File: src/rtl/bp_cce_pkg.sv
// Shared CCE definitions: pending-tracker sweep states and address-to-group helper.
`ifndef BP_CCE_PKG_SV
`define BP_CCE_PKG_SV

// Group index of an address: addr[lg(block size) +: lg(num groups)]
`define BP_CCE_PENDING_GROUP(addr, blk_lg, grp_lg) addr[(blk_lg) +: (grp_lg)]

package bp_cce_pkg;

    typedef enum logic {
        e_ready = 1'b0,
        e_clear = 1'b1
    } bp_cce_pending_state_e;

endpackage

`endif

File: src/rtl/bp_cce_pending_cnt.sv
// One saturating up/down pending counter with clear; flags the cycles where an
// update would wrap past the top or below zero.
module bp_cce_pending_cnt
    import bp_cce_pkg::*;
#(
    parameter int cnt_width_p = 4
)
(
    input  logic                   clk_i,
    input  logic                   reset_n_i,
    input  logic                   clr_i,
    input  logic                   inc_i,
    input  logic                   w_dec_i,
    input  logic                   m_dec_i,
    output logic [cnt_width_p-1:0] cnt_o,
    output logic                   overflow_o,
    output logic                   underflow_o
);

    localparam int ext_lp = cnt_width_p + 2;

    logic [cnt_width_p-1:0] cnt_r, cnt_n;
    logic [ext_lp-1:0]      up, down, diff, max_val;

    // Two guard bits so old + inc - decs never wraps during the range check.
    assign up      = {2'b00, cnt_r} + ext_lp'(inc_i);
    assign down    = ext_lp'(w_dec_i) + ext_lp'(m_dec_i);
    assign diff    = up - down;
    assign max_val = ext_lp'({cnt_width_p{1'b1}});

    always_comb begin
        cnt_n       = cnt_r;
        overflow_o  = 1'b0;
        underflow_o = 1'b0;
        if (clr_i) begin
            cnt_n = '0;
        end else if (up < down) begin
            cnt_n       = '0;
            underflow_o = 1'b1;
        end else if (diff > max_val) begin
            cnt_n      = cnt_r;
            overflow_o = 1'b1;
        end else begin
            cnt_n = cnt_width_p'(diff);
        end
    end

    always_ff @(posedge clk_i or negedge reset_n_i) begin
        if (!reset_n_i) begin
            cnt_r <= '0;
        end else begin
            cnt_r <= cnt_n;
        end
    end

    assign cnt_o = cnt_r;

endmodule

File: src/rtl/bp_cce_pending_tracker.sv
// Per-group pending-transaction counters for the CCE: microcode WDP writes,
// memory-response auto-decrements, RDP lookup and a clear-all sweep.
module bp_cce_pending_tracker
    import bp_cce_pkg::*;
#(
    parameter int paddr_width_p         = 40,
    parameter int block_size_in_bytes_p = 64,
    parameter int num_groups_p          = 16,
    parameter int cnt_width_p           = 4
)
(
    input  logic                     clk_i,
    input  logic                     reset_n_i,
    input  logic                     w_v_i,
    input  logic [paddr_width_p-1:0] w_addr_i,
    input  logic                     w_inc_i,
    input  logic                     w_clr_i,
    input  logic                     mem_resp_v_i,
    input  logic [paddr_width_p-1:0] mem_resp_addr_i,
    input  logic [paddr_width_p-1:0] r_addr_i,
    output logic                     pending_o,
    input  logic                     clear_all_i,
    output logic                     busy_o,
    output logic                     overflow_o,
    output logic                     underflow_o
);

    localparam int blk_lg_lp = $clog2(block_size_in_bytes_p);
    localparam int grp_lg_lp = $clog2(num_groups_p);
    localparam logic [grp_lg_lp-1:0] last_idx_lp = grp_lg_lp'(num_groups_p - 1);

    logic [grp_lg_lp-1:0] w_grp, m_grp, r_grp, idx_r;
    logic [num_groups_p-1:0][cnt_width_p-1:0] cnt;
    logic [num_groups_p-1:0] ovf_evt, unf_evt;

    bp_cce_pending_state_e state_r;
    logic busy_r, ovf_r, unf_r;
    logic unused;

    assign w_grp = `BP_CCE_PENDING_GROUP(w_addr_i, blk_lg_lp, grp_lg_lp);
    assign m_grp = `BP_CCE_PENDING_GROUP(mem_resp_addr_i, blk_lg_lp, grp_lg_lp);
    assign r_grp = `BP_CCE_PENDING_GROUP(r_addr_i, blk_lg_lp, grp_lg_lp);
    assign unused = ^{w_addr_i, mem_resp_addr_i, r_addr_i};

    // Writes and responses are dropped during a sweep; the sweep owns the clears.
    for (genvar g = 0; g < num_groups_p; g++) begin : g_cnt
        logic hit_w, hit_m, sweep_clr;

        assign hit_w     = ~busy_r & w_v_i & (w_grp == grp_lg_lp'(g));
        assign hit_m     = ~busy_r & mem_resp_v_i & (m_grp == grp_lg_lp'(g));
        assign sweep_clr = busy_r & (idx_r == grp_lg_lp'(g));

        bp_cce_pending_cnt #(
            .cnt_width_p(cnt_width_p)
        ) u_cnt (
            .clk_i       (clk_i),
            .reset_n_i   (reset_n_i),
            .clr_i       (sweep_clr | (hit_w & w_clr_i)),
            .inc_i       (hit_w & w_inc_i & ~w_clr_i),
            .w_dec_i     (hit_w & ~w_inc_i & ~w_clr_i),
            .m_dec_i     (hit_m),
            .cnt_o       (cnt[g]),
            .overflow_o  (ovf_evt[g]),
            .underflow_o (unf_evt[g])
        );
    end

    always_ff @(posedge clk_i or negedge reset_n_i) begin
        if (!reset_n_i) begin
            state_r <= e_ready;
            idx_r   <= '0;
            busy_r  <= 1'b0;
            ovf_r   <= 1'b0;
            unf_r   <= 1'b0;
        end else begin
            case (state_r)
                e_ready: begin
                    if (|ovf_evt) ovf_r <= 1'b1;
                    if (|unf_evt) unf_r <= 1'b1;
                    if (clear_all_i) begin
                        state_r <= e_clear;
                        busy_r  <= 1'b1;
                        idx_r   <= '0;
                    end
                end
                e_clear: begin
                    idx_r <= idx_r + 1'b1;
                    if (idx_r == last_idx_lp) begin
                        state_r <= e_ready;
                        busy_r  <= 1'b0;
                        ovf_r   <= 1'b0;
                        unf_r   <= 1'b0;
                    end
                end
                default: state_r <= e_ready;
            endcase
        end
    end

    // Report pending conservatively while counters are mid-sweep.
    assign pending_o   = busy_r | (cnt[r_grp] != '0);
    assign busy_o      = busy_r;
    assign overflow_o  = ovf_r;
    assign underflow_o = unf_r;

endmodule

File: config.mk
export PLATFORM = sky130hd
export DESIGN_NAME = bp_cce_pending_tracker
export DESIGN_NICKNAME = d
export VERILOG_FILES = /design/src/rtl/bp_cce_pkg.sv /design/src/rtl/bp_cce_pending_cnt.sv /design/src/rtl/bp_cce_pending_tracker.sv
export SDC_FILE = /design/constraint.sdc
export NUM_CORES = 1
export LEC_CHECK = 0
export BUFFER_PORTS_ARGS = -buffer_cell sky130_fd_sc_hd__buf_4
export CAP_MARGIN = 30
export CORE_AREA = 5 5 121 123
export DETAILED_ROUTE_END_ITERATION = 8
export DIE_AREA = 0 0 126 128
export GPL_TIMING_DRIVEN = 0
export PLACE_DENSITY = 0.8
export SYNTH_ARGS = -nofsm -noshare
export SYNTH_HDL_FRONTEND = slang
export SYNTH_SLANG_ARGS = --single-unit
File: constraint.sdc
create_clock -name clk_i -period 4.75 [get_ports clk_i]
set_input_delay 0.95 -clock clk_i [delete_from_list [all_inputs] [get_ports clk_i]]
set_output_delay 0.95 -clock clk_i [all_outputs]
set_load 0.02 [all_outputs]
Word-level counts from Yosys, hierarchy flattened
Cells that the tools add are included.

storage, ports and cells
  bits in registers = 72
  output and inout port bits = 4
  word-level logic and storage cells = 470

operators by class
  $add $sub $neg = 49
  magnitude comparators = 33
  equality and inequality tests = 65
  muxes and demuxes = 142
  bitwise operators = 151
  reduce and logical (&&, ||, !) cells = 9

operators with widths
  kind                 number
  $mux 4               50
  $and 1x1->1          130
  $eq 4x4->1 const B   24
  $gt 6x4->1 const B   16
  $lt 6x6->1           16
  $sub 6x6->6          16
  $mux 1               86
  $add 4x1->5          16
  $eq 4x3->1 const B   12
  $ne 3x1->1 const B   16
  $add 1x1->2          16
  $reduce_or 16->1     2
  $eq 4x2->1 const B   6
  $or 1x1->1           17
  $bmux 4 s4           1
  $eq 4x1->1 const B   3
  $logic_not 4->1      3
  $pmux 1 s2           4
  $pmux 4 s2           1
  $ne 2x2->1 const B   3
  $reduce_and 2->1     3
  $lt 4x5->1 const B   1
  $add 4x1->4 const B  1
  $not 1->1            4
  other kinds (2)      2

Depth between registers and ports, before layout
  depth after elaboration = 14
  depth in mapped cells = 15

Hierarchy
A second synthesis with hierarchy kept.

unflattened totals
  cells, all modules = 1046
  area total of the unflattened synthesis = 8834.7 µm²

by module, submodules not included
  module                  instances  cells an instance  area each (µm²)
  bp_cce_pending_cnt      16         52                 471.7
  bp_cce_pending_tracker  1          214                1287.5

Worst setup path after synthesis
No wires, ideal clock.

  kind = input to register
  start = input port w_addr_i[8]
  end = register ovf_r, in the netlist overflow_o
  data arrival time = 4.028 ns
  data required time = 4.668 ns
  setup slack = 0.640 ns
  stages on the path = 13
  cells stage by stage = or4b_2 clkbuf_1 nor2_1 ha_1 ha_1 inv_1 fa_1 a311o_1 or4_1 a21oi_1 a2111o_1 nor4_1 a31oi_1

on the way
  longest elaborated chain between the ends = 13
  elaborated cells between the ends (all ways) = 259
  those cells by class = add/sub: 48; order compare: 32; eq/ne: 16; mux: 48; bitwise: 112; reduce/logical: 3

RTL lines
  what                                          RTL line                                                    RTL
  from (decl)                                   bp_cce_pending_tracker.sv:15                                input logic [paddr_width_p-1:0] w_addr_i,
  $eq 4x1->1, or another cell as far along      bp_cce_pending_tracker.sv:49                                assign hit_w = ~busy_r & w_v_i & (w_grp == grp_lg_lp'(g));
  $and 1x1->1                                   bp_cce_pending_tracker.sv:49
  $and 1x1->1 (on tied branches) (2 in series)  bp_cce_pending_tracker.sv:59, bp_cce_pending_tracker.sv:60
  $add 4x1->5 or $add 1x1->2 (tied branches)    bp_cce_pending_cnt.sv:26, bp_cce_pending_cnt.sv:27
  $sub 6x6->6                                   bp_cce_pending_cnt.sv:28                                    assign diff = up - down;
  $gt 6x4->1                                    bp_cce_pending_cnt.sv:40                                    end else if (diff > max_val) begin
  $mux 1                                        bp_cce_pending_cnt.sv:40
  $mux 1                                        bp_cce_pending_cnt.sv:37                                    end else if (up < down) begin
  $mux 1                                        bp_cce_pending_cnt.sv:35                                    if (clr_i) begin
  $reduce_or 16->1 (*)                          bp_cce_pending_tracker.sv:78                                if (|ovf_evt) ovf_r <= 1'b1;
  $ne 2x2->1 (no line) (*)                      --
  $reduce_and 2->1 (no line) (*)                --
  to (signal assigned)                          bp_cce_pending_tracker.sv:73                                ovf_r <= 1'b0;
  to (signal assigned)                          bp_cce_pending_tracker.sv:78
  to (signal assigned)                          bp_cce_pending_tracker.sv:91                                ovf_r <= 1'b0;
  to (decl)                                     bp_cce_pending_tracker.sv:37                                logic busy_r, ovf_r, unf_r;

Every way passes the cells marked *; elsewhere a longest branch is shown, timed or not.
A chain may end at the register's enable or synchronous reset.

Worst setup path after layout
  start = register busy_r, in the netlist busy_o
  end = register ovf_r, in the netlist overflow_o

on the way
  longest elaborated chain between the ends = 14
  elaborated cells between the ends (all ways) = 278
  those cells by class = add/sub: 48; order compare: 32; eq/ne: 1; mux: 48; bitwise: 147; reduce/logical: 2

RTL lines
  what                                          RTL line                                                    RTL
  from (decl)                                   bp_cce_pending_tracker.sv:37
  from (signal assigned)                        bp_cce_pending_tracker.sv:72                                busy_r <= 1'b0;
  from (signal assigned)                        bp_cce_pending_tracker.sv:82                                busy_r <= 1'b1;
  from (signal assigned)                        bp_cce_pending_tracker.sv:90                                busy_r <= 1'b0;
  $not 1->1                                     bp_cce_pending_tracker.sv:49, bp_cce_pending_tracker.sv:50
  $and 1x1->1 (2 in series)                     bp_cce_pending_tracker.sv:49
  $and 1x1->1 (on tied branches) (2 in series)  bp_cce_pending_tracker.sv:59, bp_cce_pending_tracker.sv:60
  $add 4x1->5 or $add 1x1->2 (tied branches)    bp_cce_pending_cnt.sv:26, bp_cce_pending_cnt.sv:27
  $sub 6x6->6                                   bp_cce_pending_cnt.sv:28
  $gt 6x4->1                                    bp_cce_pending_cnt.sv:40
  $mux 1                                        bp_cce_pending_cnt.sv:40
  $mux 1                                        bp_cce_pending_cnt.sv:37
  $mux 1                                        bp_cce_pending_cnt.sv:35
  $reduce_or 16->1 (*)                          bp_cce_pending_tracker.sv:78
  $ne 2x2->1 (no line) (*)                      --
  $reduce_and 2->1 (no line) (*)                --

Marks and branches as above.

==> impl_results.md <==
- Via count: 6999
- Cell family with most CP delay: simple AND/OR/NAND/NOR gates
- Crit path kind: reg2reg
- Most frequent cell on the critical path: ha_1
- Met3 WL: 1.06 mm
- Share of the synthesized area in the top cell type: 0.239
- Filler cells: 1162
- PnR worst setup slack: 222 ps
- Top cells by area, synth: dfrtp_1, ha_1, nor2_1
- Placed Area: 7960 um2
- Hold path startpoint: g_cnt[2].u_cnt.cnt_o[0]
- Post-CTS setup buffer count: 0
- CTS Buf Count: 9
- CTS tree: done
- Fraction of layout cells with a size suffix above 1: 0.0734
- Sequential area share after synthesis: 0.239
- Area Growth Syn to Fin: 9.67%
- Status: completed
- Ports: 131
- Seq cells post-synth: 72
- Worst vdd ir: 0.308 mV
- RSZ-0062 raised after global routing: no
- Initial antenna violation count: 0
- Post-synth EDFFs: 0
- Crit path DAT: 4790 ps
- Worst-skew pair later-pin latency: 350 ps
- HP Class: reg2reg
- Fraction of registers with async set/reset: 1.00
- Max incr delay on CP: 680 ps
- Most frequent cell after synthesis: nor2_1
- Post-Syn Area: 7550 um2
- CORE AREA: 13600 um2
- Area occupied by multi-input gates: 5400 um2
- Clk pin slew, worst setup/hold paths: 60 ps
- Die ar.: 16100 um2
- H-tree depth: 3
- Critical path buffer and inverter count: 3
- Final ANT Viol Nets: 0
- Startpoint types: register
- MaxCap Viol Count: 0
- Final Total Pwr: 3.86 mW
- Die Ht: 128 um
- Total gr overflow: 0
- Clock Sinks: 72
- Total routed wirelength: 19.0 mm
- Worst r2r src: busy_o
- DP Wirelength: 14.7 mm
- Static leakage: 3.73 nW
- Synth unique cells: 76
- Slowest stage cell, crit path: or4b_2
- Final setup viols: 0
- Worst-case clock buffer depth: 2
- Fin crit share: 0.953
- First-pass iteration count of the detailed router: 5
- Rows: 43
- Worst Max-Slew Pin Slew: 672 ps
- Vias per cell: 6.17
- Buffers on Ports: 22
- Post-DR wirelength/cell: 16.7 um
- Syn Nets: 1142
- M1 WL: 8.48 mm
- Hold Fails Final Rpt: 0
- Crit. End Element: register
- Post-synth top area cell: dfrtp_1
- Fin nets: 1176
- Largest net degree at the start of global routing: 38
- Final instance area: 8280 um2
- Commonest cells post-synth: nor2_1, nand2_1, ha_1, dfrtp_1, inv_1
- Initial core utilization: 0.557
- Die width: 126 um
- Synthesized instance count: 915
- Critical-path maximum fanout: 10
- Final Wtd Congestion: 0.968
- Vias in the first global route: 6581
- Antenna cells: 0
- Final min period: 4530 ps
- Global-route wire length before repair: 31.8 mm
- Fmax achieved: 221 MHz
- Max Used Layer: met4
- Root Buffer: clkbuf_16
- Worst slew margin: 0.548
- Yosys synthesis warning count: 0
- DR DRC count: 0
- Detailed Route Iter0 Violations: 585
- Fin Setup TNS: 0 ps
- Skew final: 11.9 ps
- CP Data Required Time: 5020 ps
- Final Max Slew Viols: 0
- Syn Area/Cell: 8.25 um2
- Metal2 WL: 8.75 mm
- PostCTS Resize Cnt: 0
- Pwr/cell area: 466 nW/um2
- Crit-path cells: buf_2 > or4b_2 > clkbuf_1 > nor2_1 > ha_1 > ha_1 > inv_1 > fa_1 > a311o_1 > or4_1 > a21oi_2 > a2111o_1 > nor4_1 > a31oi_1
- Dominant synthesized flop cell: dfrtp_1
- CP startpoint: busy_o
- Pre-CTS WS: -220 ps
- CTS Hold Buffers Added: 0
- Seq. cell area: 1800 um2
- GRT Overall Usage: 0.242
## final cells by class
cell class / count / area share
multi-input combinational: 756 / 0.653
sequential: 72 / 0.218
timing repair buffer: 23 / 0.0224
clock inverter: 3 / 0.00786
buffer: 28 / 0.0150
inverter: 59 / 0.0268
clock buffer: 13 / 0.0302
tap: 180 / 0.0272
## logic make-up after synthesis
family | after synthesis | share of synthesized area
compound gates | 192 | 0.178
xor+xnor | 39 | 0.0453
fa+ha+maj | 100 | 0.182
buf+inv | 87 | 0.0458
flops | 72 | 0.239
mux | 8 | 0.0189
simple gates | 417 | 0.292
## through the flow
stage | hold slack [ps] | util | instances
floorplan | 477 | - | 915
global placement | 494 | 0.585 | 1117
detailed placement | 505 | 0.587 | 1118
CTS | 517 | 0.610 | 1134
global route | 554 | 0.610 | 1134
finish | 512 | 0.610 | 1134
## registers in the layout, indices dropped and copies added (netlist names)
| signal | count |
|---|---|
| busy_o | 1 |
| g_cnt.u_cnt.cnt_o | 64 |
| idx_r | 4 |
| overflow_o | 1 |
| state_r | 1 |
| underflow_o | 1 |
## worst min-delay path, cell delays in order, from the launching register on
cell and delay [ps]:
dfrtp_1 370, nand2_1 50, o21ai_0 60
## layer usage
| layer | global-route usage | vias to the layer above |
|---|---|---|
| li1 | - | 3420 |
| met3 | 0.0417 | 48 |
| met4 | 0.110 | 0 |
| met1 | 0.317 | 3334 |
| met2 | 0.392 | 197 |
| met5 | 0 | - |
## path summary, 6_finish.rpt
path                       cells after the start                      end  slack, ps
max                                           14               overflow_o        220
min                                            2  g_cnt[2].u_cnt.cnt_o[0]        510
max reg2reg                                   14               overflow_o        220
min reg2reg                                    2  g_cnt[2].u_cnt.cnt_o[0]        510
max in group asynchronous                      2  g_cnt[7].u_cnt.cnt_o[3]       3580
min in group asynchronous                      1  g_cnt[5].u_cnt.cnt_o[3]        560
## where the power goes
group | internal [mW] | leakage [nW] | switching, mW
clock network | 0.474 | 0.154 | 0.275
registers | 0.852 | 0.938 | 0.309
logic | 0.823 | 2.63 | 1.13
## layout by cell type, fill, tap and decap left out, types with 5 or more instances in the layout
| cell type | netlist | routed |
|---|---|---|
| nor2_1 | 95 | 95 |
| nand2_1 | 86 | 86 |
| ha_1 | 84 | 84 |
| dfrtp_1 | 72 | 72 |
| inv_1 | 59 | 59 |
| o21ai_0 | 48 | 48 |
| nand3_1 | 42 | 42 |
| nor3_1 | 38 | 38 |
| nor4_1 | 27 | 27 |
| nor2b_1 | 26 | 26 |
| a21oi_1 | 27 | 26 |
| xor2_1 | 24 | 24 |
| buf_4 | 1 | 23 |
| clkbuf_1 | 15 | 18 |
| nand2b_1 | 16 | 16 |
| fa_1 | 16 | 16 |
| xnor2_1 | 15 | 15 |
| and2_1 | 14 | 14 |
| a211o_1 | 14 | 14 |
| a31oi_1 | 13 | 13 |
| buf_2 | 12 | 12 |
| or3_1 | 12 | 12 |
| o31ai_1 | 10 | 10 |
| a21boi_0 | 10 | 10 |
| clkbuf_16 | 0 | 9 |
| a22oi_1 | 8 | 8 |
| nor3b_1 | 7 | 7 |
| and3b_1 | 6 | 6 |
| a311o_1 | 6 | 6 |
| mux4_2 | 5 | 5 |
| and3_1 | 5 | 5 |
| and4_1 | 5 | 5 |
| a32oi_1 | 5 | 5 |
| o21a_1 | 5 | 5 |
| nor4b_1 | 5 | 5 |
| o2bb2ai_1 | 5 | 5 |
Power figures use the tool's default switching activity.
